$ cat src/rtl/block_xfer_seq.sv
// LDM/STM block transfer sequencer: walks the register list in ascending order,
// issuing word accesses and driving the banked register file's read/write ports.
module block_xfer_seq (
  input  logic        clk,
  input  logic        rst_n,
  input  logic        start,
  input  logic        load,
  input  logic        up,
  input  logic        pre,
  input  logic        wb,
  input  logic        s_bit,
  input  logic [15:0] reg_list,
  input  logic [3:0]  base_reg,
  input  logic [31:0] base_addr,
  input  logic [4:0]  mode_in,
  output logic        busy,
  output logic        done,
  output logic        mem_req,
  output logic        mem_we,
  output logic [31:0] mem_addr,
  output logic [31:0] mem_wdata,
  input  logic [31:0] mem_rdata,
  input  logic        mem_ack,
  output logic [3:0]  rf_rn,
  input  logic [31:0] rf_rn_data,
  output logic [3:0]  rf_rd,
  output logic [31:0] rf_rd_data,
  output logic        rf_reg_write,
  output logic [4:0]  rf_mode
);

  typedef enum logic [2:0] {IDLE, SETUP, RDREG, MEM, WB, DONE} state_t;

  state_t      state;
  state_t      finish_state;
  logic        load_q, up_q, pre_q, wb_q, base_in_list;
  logic [15:0] list_q;
  logic [3:0]  base_reg_q;
  logic [31:0] base_q, base_fin;
  logic [4:0]  cnt;
  logic [31:0] span, raw_start, start_addr, final_base;
  logic [3:0]  cur_idx, next_idx;
  logic [15:0] rest;

  function automatic logic [3:0] lowest(input logic [15:0] v);
    logic [3:0] idx;
    logic       found;
    idx   = '0;
    found = 1'b0;
    for (int unsigned i = 0; i < 16; i++) begin
      if (v[i] && !found) begin
        idx   = 4'(i);
        found = 1'b1;
      end
    end
    return idx;
  endfunction

  always_comb begin
    cnt = '0;
    for (int unsigned i = 0; i < 16; i++) cnt = cnt + {4'b0, list_q[i]};
    span = {25'b0, cnt, 2'b00};
    case ({up_q, pre_q})
      2'b10:   raw_start = base_q;
      2'b11:   raw_start = base_q + 32'd4;
      2'b00:   raw_start = base_q - span + 32'd4;
      default: raw_start = base_q - span;
    endcase
    start_addr   = {raw_start[31:2], 2'b00};
    final_base   = up_q ? base_q + span : base_q - span;
    cur_idx      = lowest(list_q);
    rest         = list_q & ~(16'd1 << cur_idx);
    next_idx     = lowest(rest);
    finish_state = (wb_q && !base_in_list) ? WB : DONE;
  end

  assign mem_wdata = mem_req ? rf_rn_data : '0;

  always_ff @(posedge clk or negedge rst_n) begin
    if (!rst_n) begin
      state        <= IDLE;
      load_q       <= 1'b0;
      up_q         <= 1'b0;
      pre_q        <= 1'b0;
      wb_q         <= 1'b0;
      base_in_list <= 1'b0;
      list_q       <= '0;
      base_reg_q   <= '0;
      base_q       <= '0;
      base_fin     <= '0;
      busy         <= 1'b0;
      done         <= 1'b0;
      mem_req      <= 1'b0;
      mem_we       <= 1'b0;
      mem_addr     <= '0;
      rf_rn        <= '0;
      rf_rd        <= '0;
      rf_rd_data   <= '0;
      rf_reg_write <= 1'b0;
      rf_mode      <= '0;
    end else begin
      done         <= 1'b0;
      rf_reg_write <= 1'b0;
      case (state)
        IDLE: begin
          if (start) begin
            load_q       <= load;
            up_q         <= up;
            pre_q        <= pre;
            wb_q         <= wb;
            list_q       <= reg_list;
            base_reg_q   <= base_reg;
            base_q       <= base_addr;
            base_in_list <= load & reg_list[base_reg];
            rf_mode      <= (s_bit && !(load && reg_list[15])) ? 5'b10000 : mode_in;
            busy         <= 1'b1;
            state        <= SETUP;
          end
        end
        SETUP: begin
          mem_addr <= start_addr;
          base_fin <= final_base;
          if (cnt == '0) begin
            state <= DONE;
            done  <= 1'b1;
          end else if (load_q) begin
            state   <= MEM;
            mem_req <= 1'b1;
            mem_we  <= 1'b0;
          end else begin
            state <= RDREG;
            rf_rn <= cur_idx;
          end
        end
        RDREG: begin
          state   <= MEM;
          mem_req <= 1'b1;
          mem_we  <= 1'b1;
        end
        MEM: begin
          if (mem_ack) begin
            list_q <= rest;
            if (load_q) begin
              rf_reg_write <= 1'b1;
              rf_rd        <= cur_idx;
              rf_rd_data   <= mem_rdata;
            end
            // LDM stays in MEM with the request held; STM must re-read through RDREG
            if (rest == '0) begin
              mem_req <= 1'b0;
              mem_we  <= 1'b0;
              state   <= finish_state;
              done    <= (finish_state == DONE);
            end else begin
              mem_addr <= mem_addr + 32'd4;
              if (!load_q) begin
                mem_req <= 1'b0;
                mem_we  <= 1'b0;
                rf_rn   <= next_idx;
                state   <= RDREG;
              end
            end
          end
        end
        WB: begin
          rf_reg_write <= 1'b1;
          rf_rd        <= base_reg_q;
          rf_rd_data   <= base_fin;
          done         <= 1'b1;
          state        <= DONE;
        end
        DONE: begin
          busy  <= 1'b0;
          state <= IDLE;
        end
        default: state <= IDLE;
      endcase
    end
  end

endmodule

$ cat config.mk
export PLATFORM = sky130hd
export DESIGN_NAME = block_xfer_seq
export DESIGN_NICKNAME = d
export VERILOG_FILES = /design/src/rtl/block_xfer_seq.sv
export SDC_FILE = /design/constraint.sdc
export NUM_CORES = 1
export LEC_CHECK = 0
export ABC_AREA = 1
export CAP_MARGIN = 20
export CORE_MARGIN = 3
export CORE_UTILIZATION = 25
export DETAILED_ROUTE_END_ITERATION = 16
export PLACE_DENSITY_LB_ADDON = 0.12
export SYNTH_ARGS = -nofsm -noshare
export SYNTH_HDL_FRONTEND = slang
export SYNTH_SLANG_ARGS = --single-unit
$ cat constraint.sdc
create_clock -name clk -period 7.1 [get_ports clk]
set_input_delay 1.42 -clock clk [delete_from_list [all_inputs] [get_ports clk]]
set_output_delay 1.42 -clock clk [all_outputs]
set_load 0.01 [all_outputs]
=== Word-level counts from Yosys, hierarchy flattened ===
Cells that the tools add are included.

* Add/subtract/negate cells: 20
* Reduce and logical (&&, ||, !) cells: 82
* Bitwise gates (word level): 3
* Mux-type cells: 110
* Order comparisons: 1
* Div/mod/pow operators: 0
* Shift operators: 1
* $mul: 0
* Equality and inequality tests: 17

{| class="wikitable"
|+ Operators with widths
! operator !! number
|-
| 2-to-1 mux 32 bit || 6
|-
| 2-to-1 mux 4 bit || 35
|-
| case mux 32 bit (2 select lines) || 2
|-
| adder 32 x 3 -> 32 bit, second input constant || 3
|-
| case mux 32 bit (3 select lines) || 1
|-
| adder 5 x 1 -> 5 bit || 11
|-
| 2-to-1 mux 1 bit || 48
|-
| logical AND 1 bit || 33
|-
| adder 32 x 7 -> 32 bit || 1
|-
| logical NOT 1 bit || 32
|-
| 2-to-1 mux 16 bit || 2
|-
| case mux 16 bit (2 select lines) || 1
|-
| subtractor 32 x 7 -> 32 bit || 1
|-
| AND 16 bit || 1
|-
| logical NOT 16 bit || 1
|-
| != test 2 bit, second input constant || 8
|-
| inverter 16 bit || 1
|-
| case mux 4 bit (2 select lines) || 2
|-
| left shift 1 x 4 -> 16 bit, first input constant || 1
|-
| 2-to-1 mux 3 bit || 5
|-
| case mux 3 bit (5 select lines) || 1
|-
| AND reduction 3 bit || 4
|-
| == test 3 bit, second input constant || 3
|-
| case mux 1 bit (3 select lines) || 3
|-
| other kinds (21) || 28
|}

* Latch bits: 0
* Memories kept: 0
* Bits in writable memories: 0
* Register bits after elaboration: 174
* Bits in read-only memories: 0

=== Longest topological paths before layout ===
* Depth in word-level cells: 99
* Depth in mapped cells: 38
* Depth with buffers taken out: 38

=== Least setup slack after synthesis ===
No wires, ideal clock.

* Kind: register -> register
* Start: register list_q[7]
* End: register mem_addr[18]
* Data arrival time: 5720 ps
* Library setup time: 125 ps
* Setup slack: 1255 ps
* Cell stages (with the launch flop): 34
* Cells stage by stage: dfrtp_1 -> inv_1 -> fa_1 -> inv_1 -> fa_1 -> fa_1 -> inv_1 -> fa_1 -> inv_1 -> ha_1 -> inv_1 -> fa_1 -> xnor2_1 -> ha_1 -> inv_2 -> nand3_1 -> nand3_1 -> nand2_1 -> a21oi_1 -> nor2_2 -> inv_1 -> nand2_1 -> and2_1 -> o21ai_1 -> inv_1 -> nor2_2 -> nand2_1 -> nor2_2 -> nand2_1 -> or2_0 -> nand3_1 -> a21oi_1 -> o21ai_0 -> o21ai_1

* Cells in the longest elaborated chain, start to end: 32
* Elaborated cells on any way between the ends: 53
* Classes of those cells: 11 x add/sub; 1 x eq/ne; 1 x shift; 19 x mux; 2 x bitwise; 19 x reduce/logical

{| class="wikitable"
|+ Ends and longest elaborated chain
! what !! line !! RTL
|-
| start, declared || 37 || <nowiki>logic [15:0] list_q;</nowiki>
|-
| start signal, assigned || 111 || <nowiki>list_q <= reg_list;</nowiki>
|-
| start signal, assigned || 142 || <nowiki>list_q <= rest;</nowiki>
|-
| parallel branches: the longest is 32 deep, another holds subtractor 32 x 7 -> 32 bit || - ||
|-
| end signal, assigned || 121 || <nowiki>mem_addr <= start_addr;</nowiki>
|-
| end signal, assigned || 155 || <nowiki>mem_addr <= mem_addr + 32'd4;</nowiki>
|-
| end, declared || 20 || <nowiki>output logic [31:0] mem_addr,</nowiki>
|}

Several ways; the timed one is not identified.
A chain may end at the register's enable or synchronous reset.

=== Worst setup path in the final report ===
* Start: register list_q[5]
* End: register mem_addr[30]

* Cells in the longest elaborated chain, start to end: 38
* Elaborated cells on any way between the ends: 63
* Classes of those cells: 13 x add/sub; 1 x eq/ne; 1 x shift; 23 x mux; 2 x bitwise; 23 x reduce/logical

{| class="wikitable"
|+ Ends and longest elaborated chain
! what
|-
| parallel branches: the longest is 38 deep, another holds subtractor 32 x 7 -> 32 bit
|}

Several ways; the timed one is not identified.

==> flow_metrics.env <==
export IMPL_status="complete, no violations"
export IMPL_drive_gt1_share_pct=7.00
export IMPL_clockBufferDepth=2
export IMPL_min_period_ns=6.73
export IMPL_wirelength_mm=59.6
export IMPL_die_x_um=235
export IMPL_numClockSinks=172
export IMPL_critPathTopFamily="adder cells"
export IMPL_grt_antenna_before_repair=1
export IMPL_syn_to_final_growth_pct=31.3
export IMPL_hpwl_mm=46.5
export IMPL_cp_data_required_time_ns=7.53
export IMPL_rsz0062_at_grt="true"
export IMPL_clk_pin_slew_worst_paths_ns=0.08
export IMPL_drc=0
export IMPL_slew_limit_headroom_pct=31.0
export IMPL_ant_nets=0
export IMPL_clock_latency_ns=0.50
export IMPL_die_area_sq_um=55100
export IMPL_cp_start_kind="flip-flop"
export IMPL_synth_mux_area_share_pct=0.335
export IMPL_cts_tree="yes"
export IMPL_synth_warnings=0
export IMPL_cp_num_buf_inv=6
export IMPL_crit_path_end_kind="flip-flop"
export IMPL_yosys_area_share_simple_pct=32.8
export IMPL_crit_type="reg2reg"
export IMPL_drt_iter0_markers=1348
export IMPL_grt_overflow_total=0
export IMPL_grt_total_usage_pct=21.3
export IMPL_synthCells=2008
export IMPL_synth_distinct_cells=59
export IMPL_ios=244
export IMPL_final_cell_mix="530 x nand2_1, 264 x inv_1, 240 x clkdlybuf4s50_1"
export IMPL_tightestPinTransition_ns=1.03
export IMPL_timing_final_crit_share_pct=94.8
export IMPL_syn_cell_area_sq_um=13100
export IMPL_initial_core_util_pct=25.4
export IMPL_dpl_cell_count=2886
export IMPL_layout_commonest_cell="nand2_1"
export IMPL_postCtsHoldBufs=0
export IMPL_hold_viol=0
export IMPL_final_max_slew_violation_count=0
export IMPL_die_h_um=235
export IMPL_slowest_stage="fa_1"
export IMPL_place_gp_congestion=1.01
export IMPL_reg2reg_slack_ns=0.37
export IMPL_syn_avg_cell_area_sq_um=6.51
export IMPL_antennaDiodeCount=0
export IMPL_synth_edf_count=0
export IMPL_fmaxAchievable_mhz=149
export IMPL_arrival_ns=7.16
export IMPL_async_reset_ff_share_pct=100
export IMPL_ys_ff_latch=172
export IMPL_wire_per_inst_um=20.4
export IMPL_htree_num_levels=4
export IMPL_rows=83
export IMPL_grt_max_degree=91
export IMPL_grt_pass1_wl_mm=90.2
export IMPL_synth_main_ff_cell="dfrtp_1"
export IMPL_grt_pass1_vias=13900
export IMPL_ys_seq_area_share_pct=32.9
export IMPL_portBuffers=241
export IMPL_crit_fanout=5
export IMPL_viasPerCell=4.95
export IMPL_vias=14500
export IMPL_final_cell_count_no_fill=2923
export IMPL_synth_xor_area_share_pct=2.21
export IMPL_synth_top_family_by_area="simple AND/OR/NAND/NOR gates"
export IMPL_hold_class="reg2reg"
export IMPL_drv_cap=0
export IMPL_cts_root_buffer="clkbuf_16"
export IMPL_design_core_area_sq_um=51500
export IMPL_setup_violations=0
export IMPL_numCtsBuffers=17
export IMPL_fin_nets=2395
export IMPL_crit_path_frequent_cell="inv_1"
export IMPL_firstDrtPassIters=8
export IMPL_fin_skew_ns=0.0112
export IMPL_max_stage_delay_ns=0.60
export IMPL_synthAdderAreaFrac_pct=4.04
export IMPL_synth_compound_area_share_pct=16.7
-- flip-flops by register name, summed over array words and instances (netlist names) --
signal        count
base_fin         32
base_q           32
rf_rd_data       32
mem_addr         30
list_q           16
rf_mode           5
base_reg_q        4
rf_rd             4
rf_rn             4
state             3
base_in_list      1
busy              1
done              1
load_q            1
mem_req           1
mem_we            1
pre_q             1
rf_reg_write      1
up_q              1
wb_q              1
-- worst min-delay path, delay by kind of cell, from the launching register on --
kind / cells / cell delay [ns]
flops: 1 / 0.35
simple gates: 2 / 0.09
-- final timing paths --
kind,cells after the start,to,startpoint
setup / recovery,31,mem_addr[30],list_q[5]
max in group asynchronous,2,rf_rd_data[10],rst_n
hold reg to reg,2,mem_we,mem_we
setup reg to reg,31,mem_addr[30],list_q[5]
hold / removal,2,mem_we,mem_we
min in group asynchronous,1,base_reg_q[2],rst_n
-- cells in the mapped netlist, types with 3 or more instances --
cell type	n	share of area, %
a21boi_1	3	0.17
a21oi_1	90	3.4
a31oi_1	41	2.0
buf_1	10	0.29
buf_2	4	0.15
buf_4	3	0.17
buf_6	3	0.26
clkbuf_1	77	2.2
clkinv_1	5	0.14
dfrtp_1	172	33
fa_1	12	1.8
ha_1	23	2.2
inv_1	266	7.6
mux2_2	3	0.26
nand2_1	531	15
nand2_2	6	0.29
nand3_1	144	5.5
nand3b_1	4	0.23
nand4_1	41	2.0
nor2_1	205	5.9
nor2_2	7	0.33
nor2_4	3	0.26
nor3_1	29	1.1
nor4_1	14	0.67
o211ai_1	16	0.92
o21a_1	8	0.46
o21ai_0	173	6.6
o21ai_1	27	1.0
o22a_1	3	0.20
o22ai_1	16	0.77
o31ai_1	3	0.17
xnor2_1	3	0.20
xor2_1	30	2.0
-- metrics by stage --
stage                     setup slack (ns)  area [sq um]  utilization [%]  hold WS, ns  TNS, ns
after floorplan                       1.25         13100                -        0.442        0
after global routing              -0.00996         17200             33.3        0.504  -0.0102
after CTS                          0.00713         17000             33.0        0.479        0
after global placement              -0.420         16400             31.7        0.456    -1.05
after detailed placement            -0.251         16400             31.8        0.460   -0.609
final                                0.370         17200             33.3        0.472        0
-- cell type report --
| class | count | area [sq um] |
|---|---|---|
| clock buffer | 18 | 429 |
| clock inverter | 14 | 170 |
| fill | 5718 | 34300 |
| inverter | 273 | 1030 |
| multi-input combinational | 1466 | 7480 |
| sequential | 172 | 4300 |
| tap | 680 | 851 |
| timing repair buffer | 300 | 2900 |
-- repair_timing --
item / CTS / global route
hold endpoints to repair: 0 / 0
resized for setup: 4 / 29
pin swaps: 0 / 5
buffers inserted: 0 / 4
endpoints found under the setup margin: 5 / 21
cloned: 0 / 0
-- layer usage --
metal  GRT usage, %  vias to the layer above  routed length [um]
met5              0                        -                   9
met4           6.99                        2                1770
met3           4.53                       76                3970
met2           32.7                      524               26100
met1           29.8                     6883               27700
li1               -                     6970                   -
-- cell families after synthesis --
kind of cell    Yosys count
mux                       4
simple gates            998
fa+ha+maj                35
flops                   172
other cells               1
compound gates          394
buf+inv                 371
xor+xnor                 33
Power is not shown: default switching activity piles up to over one toggle a cycle in this logic, so the estimate is an artifact.
